==> config.mk <==
export PLATFORM = sky130hd
export DESIGN_NAME = uwb_spi_master
export DESIGN_NICKNAME = d
export VERILOG_FILES = /design/src/rtl/uwb_spi_master.sv
export SDC_FILE = /design/constraint.sdc
export NUM_CORES = 1
export LEC_CHECK = 0
export ABC_AREA = 1
export CORE_MARGIN = 2
export CORE_UTILIZATION = 25
export DETAILED_ROUTE_END_ITERATION = 7
export SLEW_MARGIN = 20
export SYNTH_ARGS = -nofsm -noshare
export SYNTH_HDL_FRONTEND = slang
export SYNTH_SLANG_ARGS = --single-unit
==> constraint.sdc <==
create_clock -name clk -period 2.5 [get_ports clk]
set_input_delay 0.375 -clock clk [delete_from_list [all_inputs] [get_ports clk]]
set_output_delay 0.375 -clock clk [all_outputs]
set_load 0.05 [all_outputs]
==> src/rtl/uwb_spi_master.sv <==
// Byte-stream SPI master (mode 0): a length byte opens a frame, the next N bytes are
// shifted out MSB-first under one chip-select, and every MISO byte comes back on a strobe.
module uwb_spi_master #(
  parameter int CLK_DIV = 4,
  parameter int CS_GAP  = 2
) (
  input  logic       clk,
  input  logic       rst,
  input  logic [7:0] in_data,
  input  logic       in_valid,
  output logic       in_ready,
  output logic [7:0] rx_data,
  output logic       rx_valid,
  output logic       busy,
  output logic       spi_cs_n,
  output logic       spi_sck,
  output logic       spi_mosi,
  input  logic       spi_miso
);

  localparam int DW = $clog2(CLK_DIV + 1);
  localparam int GW = $clog2(CS_GAP + 1);
  localparam logic [DW-1:0] DIV_LAST = DW'(CLK_DIV - 1);
  localparam logic [GW-1:0] GAP_LAST = GW'(CS_GAP - 1);

  localparam logic [2:0] S_IDLE  = 3'd0;
  localparam logic [2:0] S_WAIT  = 3'd1;
  localparam logic [2:0] S_SHIFT = 3'd2;
  localparam logic [2:0] S_GUARD = 3'd3;
  localparam logic [2:0] S_GAP   = 3'd4;

  logic [2:0]    r_state;
  logic [DW-1:0] r_div;
  logic [GW-1:0] r_gap;
  logic [2:0]    r_bit;
  logic [7:0]    r_rem;
  logic [7:0]    r_tx_sh;
  logic [7:0]    r_rx_sh;
  logic [7:0]    r_rx_data;
  logic          r_rx_valid;
  logic          r_busy;
  logic          r_cs_n;
  logic          r_sck;
  logic          r_mosi;

  logic          w_accept;
  logic          w_div_end;

  assign in_ready  = (r_state == S_IDLE) || (r_state == S_WAIT);
  assign w_accept  = in_valid && in_ready;
  assign w_div_end = (r_div == DIV_LAST);

  assign rx_data  = r_rx_data;
  assign rx_valid = r_rx_valid;
  assign busy     = r_busy;
  assign spi_cs_n = r_cs_n;
  assign spi_sck  = r_sck;
  assign spi_mosi = r_mosi;

  always_ff @(posedge clk or posedge rst) begin
    if (rst) begin
      r_state    <= S_IDLE;
      r_div      <= '0;
      r_gap      <= '0;
      r_bit      <= '0;
      r_rem      <= '0;
      r_tx_sh    <= '0;
      r_rx_sh    <= '0;
      r_rx_data  <= '0;
      r_rx_valid <= 1'b0;
      r_busy     <= 1'b0;
      r_cs_n     <= 1'b1;
      r_sck      <= 1'b0;
      r_mosi     <= 1'b0;
    end else begin
      r_rx_valid <= 1'b0;
      case (r_state)
        S_IDLE: begin
          // A zero length byte is swallowed without touching the bus.
          if (w_accept && (in_data != 8'd0)) begin
            r_rem   <= in_data;
            r_cs_n  <= 1'b0;
            r_busy  <= 1'b1;
            r_state <= S_WAIT;
          end
        end
        S_WAIT: begin
          if (w_accept) begin
            r_tx_sh <= in_data;
            r_mosi  <= in_data[7];
            r_bit   <= '0;
            r_div   <= '0;
            r_state <= S_SHIFT;
          end
        end
        S_SHIFT: begin
          if (w_div_end) begin
            r_div <= '0;
            if (!r_sck) begin
              r_sck <= 1'b1;
            end else begin
              // End of high phase: sample MISO, drop SCK and advance MOSI on the same edge.
              r_sck   <= 1'b0;
              r_rx_sh <= {r_rx_sh[6:0], spi_miso};
              if (r_bit == 3'd7) begin
                r_rx_data  <= {r_rx_sh[6:0], spi_miso};
                r_rx_valid <= 1'b1;
                r_mosi     <= 1'b0;
                r_rem      <= r_rem - 8'd1;
                r_state    <= (r_rem == 8'd1) ? S_GUARD : S_WAIT;
              end else begin
                r_tx_sh <= {r_tx_sh[6:0], 1'b0};
                r_mosi  <= r_tx_sh[6];
                r_bit   <= r_bit + 3'd1;
              end
            end
          end else begin
            r_div <= r_div + 1'b1;
          end
        end
        S_GUARD: begin
          if (w_div_end) begin
            r_div   <= '0;
            r_gap   <= '0;
            r_cs_n  <= 1'b1;
            r_state <= S_GAP;
          end else begin
            r_div <= r_div + 1'b1;
          end
        end
        S_GAP: begin
          if (r_gap == GAP_LAST) begin
            r_busy  <= 1'b0;
            r_state <= S_IDLE;
          end else begin
            r_gap <= r_gap + 1'b1;
          end
        end
        default: begin
          r_busy  <= 1'b0;
          r_cs_n  <= 1'b1;
          r_sck   <= 1'b0;
          r_state <= S_IDLE;
        end
      endcase
    end
  end

endmodule

# Word level (Yosys, flattened, before mapping)
# Cells that the tools add are included.
dict set report word_totals {
  reg_bits 46
  inputBits 12
}
dict set report classes {
  addsub 4
  eq_ne 17
  mux 47
  n_bitwise 3
  reduce_logical 24
}
# op n
set ops {}
lappend ops {{$mux 3} 12}
lappend ops {{$mux 8} 4}
lappend ops {{$mux 7} 4}
lappend ops {{$ne 2x2->1 const B} 8}
lappend ops {{$pmux 8 s2} 1}
lappend ops {{$pmux 3 s5} 1}
lappend ops {{$mux 1} 14}
lappend ops {{$pmux 7 s2} 1}
lappend ops {{$pmux 3 s2} 2}
lappend ops {{$reduce_and 3->1} 4}
lappend ops {{$reduce_and 5->1} 2}
lappend ops {{$eq 3x2->1 const B} 3}
lappend ops {{$eq 8x1->1 const B} 1}
lappend ops {{$reduce_and 4->1} 2}
lappend ops {{$reduce_bool 2->1} 4}
lappend ops {{$reduce_bool 8->1} 1}
lappend ops {{$sub 8x1->8 const B} 1}
lappend ops {{$reduce_and 7->1} 1}
lappend ops {{$add 3x1->3 const B} 2}
lappend ops {{$eq 3x3->1 const B} 2}
lappend ops {{$mux 2} 3}
lappend ops {{$pmux 1 s3} 2}
lappend ops {{$reduce_or 3->1} 2}
lappend ops {{$pmux 1 s2} 2}
lappend ops {{other kinds (12)} 16}

# Logic depth before layout (Yosys ltp)
dict set report depth {
  word_depth 6
  depth_mapped 11
  ltp_nobuf 9
}

# Worst setup path after synthesis
# Ideal clock, no wire load.
dict set report synth_path {
  path_type {reg2reg}
  from {register r_state[2]}
  to {register r_tx_sh[1]}
  setup_ns 0.117
  arrival_ns 1.752
  required_ns 2.383
  path_slack_ns 0.630
  stages_incl_launch_ff 9
  n_path_buf 2
  period_less_slack_ns 1.870
  cell_sequence {dfrtp_1 buf_6 nor2_2 nand3b_1 nand4_4 inv_2 buf_6 nand2_1 o21ai_2}
}
dict set report synth_via {
  elab_chain_cells 5
}
# item line_no
set synth_lines {}
lappend synth_lines {{from (decl)} 32} ;# logic [2:0] r_state;
lappend synth_lines {{from (signal assigned)} 110} ;# r_state <= (r_rem == 8'd1) ? S_GUARD : S_WAIT;
lappend synth_lines {{$eq 3x1->1 or $logic_not 3->1 (tied branches)} 49} ;# assign in_ready = (r_state == S_IDLE) || (r_state == S_WAIT);
lappend synth_lines {{$logic_or 1x1->1 (*)} 49}
lappend synth_lines {{via in_ready} 11} ;# output logic in_ready,
lappend synth_lines {{$logic_and 1x1->1 (*)} 50} ;# assign w_accept = in_valid && in_ready;
lappend synth_lines {{$ne 2x2->1 (no line) (*)} -}
lappend synth_lines {{$reduce_and 5->1 (no line) (*)} -}
lappend synth_lines {{to (signal assigned)} 89} ;# r_tx_sh <= in_data;
lappend synth_lines {{to (signal assigned)} 112} ;# r_tx_sh <= {r_tx_sh[6:0], 1'b0};
lappend synth_lines {{to (decl)} 37} ;# logic [7:0] r_tx_sh;
# Mark *: on every way through the listed nets, which the timed path passes. The rest lies on a longest branch.
# A chain may end at the register's enable or synchronous reset.

# Worst setup path in the final report
dict set report layout_path {
  from {register r_state[2]}
  to {output port in_ready}
}
dict set report layout_via {
  elab_chain_cells 2
}
# item line_no
set layout_lines {}
lappend layout_lines {{$eq 3x1->1 or $logic_not 3->1 (tied branches)} 49}
lappend layout_lines {{$logic_or 1x1->1 (*)} 49}
lappend layout_lines {{to (decl)} 11}
# Mark *: on every way between the ends. The rest lies on a longest branch, timed or not.

==> results.toml <==
[run_status]
run_status = "finished, final reports clean"

[clock_tree]
h-tree-depth = 2
post-cts-setup-buffer-count = 0
clk_path_buf_depth = 2
root_buffer = "clkbuf_8"
clk_pin_slew_ps = 80
cts_resized = 0
clkLatencyLatePin_ps = 300
numCtsBuffers = 5
cts.sinks = 46
cts_hold_buf = 0
cts_tree = "yes"

[die]
fp.dieH_um = 104
core_area_um2 = 9680
io_pins = 26
die_x_um = 104
placementRows = 36
start_util_pct = 25.6
fp.dieArea_um2 = 10700

[sta]
worstMarginPinSlew_ps = 603
fmax_mhz = 462
fin_crit_ps = 2170
timing.hold.ws_ps = 478
fin_skew_ps = 6.58
tns_ps = 0
rsz0062_at_grt = "no"
setup_viol = 0
drv_slew = 0
hold_viol = 0
fin_crit_sh_pct = 86.6
relSlewSlack_pct = 59.8

[grt]
grt_usage_pct = 10.7
grt_busiest_layer = "met2"
grt_max_degree = 47
grt_antenna_before_repair = 0
grt_use_met3_pct = 3.02
grt_use_met1_pct = 14.8
grt_pass1_vias = 1933
overflow = 0
grt_pass1_wl_mm = 9.33
gr-usage-met2_pct = 16.1

[yosys]
avgSynthCellArea_um2 = 8.30
synth_cell_types = 33
synth_seq_cells = 46
synth_top_family_by_area = "simple AND/OR/NAND/NOR gates"
syn-num-nets = 317
synth_xor_area_share_pct = 0
synth_compound_area_share_pct = 11.6
muxShareOfSynthArea_pct = 0.403
synth_area_um2 = 2480
synth_cells = 299
yosys_warnings = 0
synth_simple_gate_area_share_pct = 30.3
synth_fa_ha_area_share_pct = 3.02
seq_area_frac_synth_pct = 46.4

[detailed_routing]
num_vias = 1916
wl_per_cell_um = 11.3
drcViolationCount = 0
drtAntennaViolNets = 0
drtIter0Drc = 71
viasPerCell = 4.17
first_pass_iters = 4
wl_mm = 5.18

[pwr]
comb_power_share_pct = 49.2
p_per_area_nw_per_um2 = 1160
p_leak_nw = 1.47
p_sw_mw = 1.58
switching_share_pct = 46.3
internal_power_mw = 1.83
power_frac_clock_pct = 16.3
peakVddDrop_mv = 0.820
p_seq_share_pct = 34.5

[layout]
layout_commonest_cell = "nand2_1"
drive_gt1_share_pct = 13.2
final_cell_mix = "95 x nand2_1, 45 x dfrtp_1, 30 x inv_1, 26 x nor2_1, 25 x clkdlybuf4s50_1"
insertedDiodeCount = 0
nets = 343
area_growth_pct = 18.4

[placed_design]
dpl.hpwl_mm = 3.73
place.gp.congestion = 0.787
io_buffers = 25

[worst_setup_path]
arrival_ps = 1790
worst-setup-path-type = "flop to primary output"
cp.required_ps = 2120
slowest_delay_ps = 820
path_buf_inv = 1
start_kind = "flop"
crit_path_top_delay_cell = "clkdlybuf4s50_1"
cp_top_family = "buffers and inverters"
cp_max_fo = 8
worst_setup_path_end_kind = "primary output"
crit_chain = "nor2_2 -> clkdlybuf4s50_1"

[run]
drv_cap = 0

[hold_path]
hold_path.class = "flop to flop"
final timing paths:
kind                             from    endpoint  slack [ps]  cells past startpoint
setup / recovery           r_state[2]    in_ready         330                      2
hold / removal             rx_data[0]  rx_data[0]         480                      2
setup reg to reg           r_state[2]  r_tx_sh[3]         760                      9
hold reg to reg            rx_data[0]  rx_data[0]         480                      2
max in group asynchronous         rst    r_div[0]        1550                      3
min in group asynchronous         rst  r_tx_sh[6]         550                      3
layer usage:
| metal | part of all wire, % | vias up |
|---|---|---|
| met4 | 1.1 | 0 |
| li1 | - | 999 |
| met3 | 4.4 | 6 |
| met1 | 53 | 876 |
| met2 | 42 | 35 |
| met5 | 0 | - |
power groups by stage:
| stage | clock network [mW] | registers (mW) | logic [mW] |
|---|---|---|---|
| after global routing | 0.610 | 1.21 | 1.92 |
| after global placement | 0 | 1.18 | 1.66 |
| after detailed placement | 0 | 1.19 | 1.68 |
| final | 0.556 | 1.18 | 1.68 |
| after floorplan | 0 | 1.23 | 1.32 |
| after CTS | 0.583 | 1.18 | 1.69 |
cell type report:
type / instances / area [um^2]
multi-input cells: 211 / 1130
repair buffers: 26 / 258
clock inverters: 1 / 30.0
well taps: 133 / 166
clock buffers: 7 / 76.3
flip-flops and latches: 46 / 1150
inverters: 35 / 131
fillers: 1023 / 6740
worst reg2reg max path, stage by stage, from the launching register on:
cell and delay [ps]:
dfrtp_1 480, inv_2 120, nand2_4 80, nor2_8 230, nand2_2 130, nand2_2 110, nand4_4 120, inv_2 230
nand2_1 110, o21ai_2 70
flip-flops by register name (all words and copies together) (netlist names), 2 cells and up:
register and cells:
r_gap 2, r_rx_sh 7, r_bit 3, r_div 3, rx_data 8, r_state 3
r_tx_sh 7, r_rem 8
logic make-up after synthesis:
kind of cell	count (synthesis)
and+or+nand+nor	158
AOI/OAI and AO/OA	46
DFF	46
buffers and inverters	42
adders and majority gates	6
muxes	1
cells in the mapped netlist:
cell	instances	area share [%]
nor3_1	1	0.20
nand2_2	7	1.8
nand3_4	1	0.71
dfrtp_1	45	45
buf_8	1	0.60
nand2_1	95	14
o22ai_1	1	0.25
nand4_4	1	0.86
o21a_1	1	0.30
mux2i_1	1	0.40
nand3_1	10	2.0
a22o_1	1	0.35
nand4_1	3	0.76
nor2_8	2	1.6
dfstp_2	1	1.1
nand3b_1	4	1.2
buf_4	1	0.30
nor2_2	3	0.76
nor3b_1	1	0.30
inv_2	4	0.60
nor2_1	26	3.9
inv_1	31	4.7
a21boi_0	1	0.30
buf_6	4	1.8
a21oi_1	6	1.2
o21ai_0	21	4.2
nand2_4	4	1.8
o21ai_2	12	4.2
o31ai_1	1	0.30
buf_2	1	0.20
o21ai_1	1	0.20
ha_1	6	3.0
a31oi_1	1	0.25
per-stage QoR:
step	cells	total power [mW]	util [%]	worst slack, ps	cell area [um^2]
5_1_grt	459	3.74	30.4	260	2940
4_1_cts	459	3.45	30.4	313	2940
2_1_floorplan	299	2.55	-	630	2480
3_5_place_dp	451	2.87	29.3	601	2830
3_3_place_gp	451	2.84	29.3	606	2830
6_report	459	3.41	30.4	335	2940
Power figures use the tool's default switching activity.
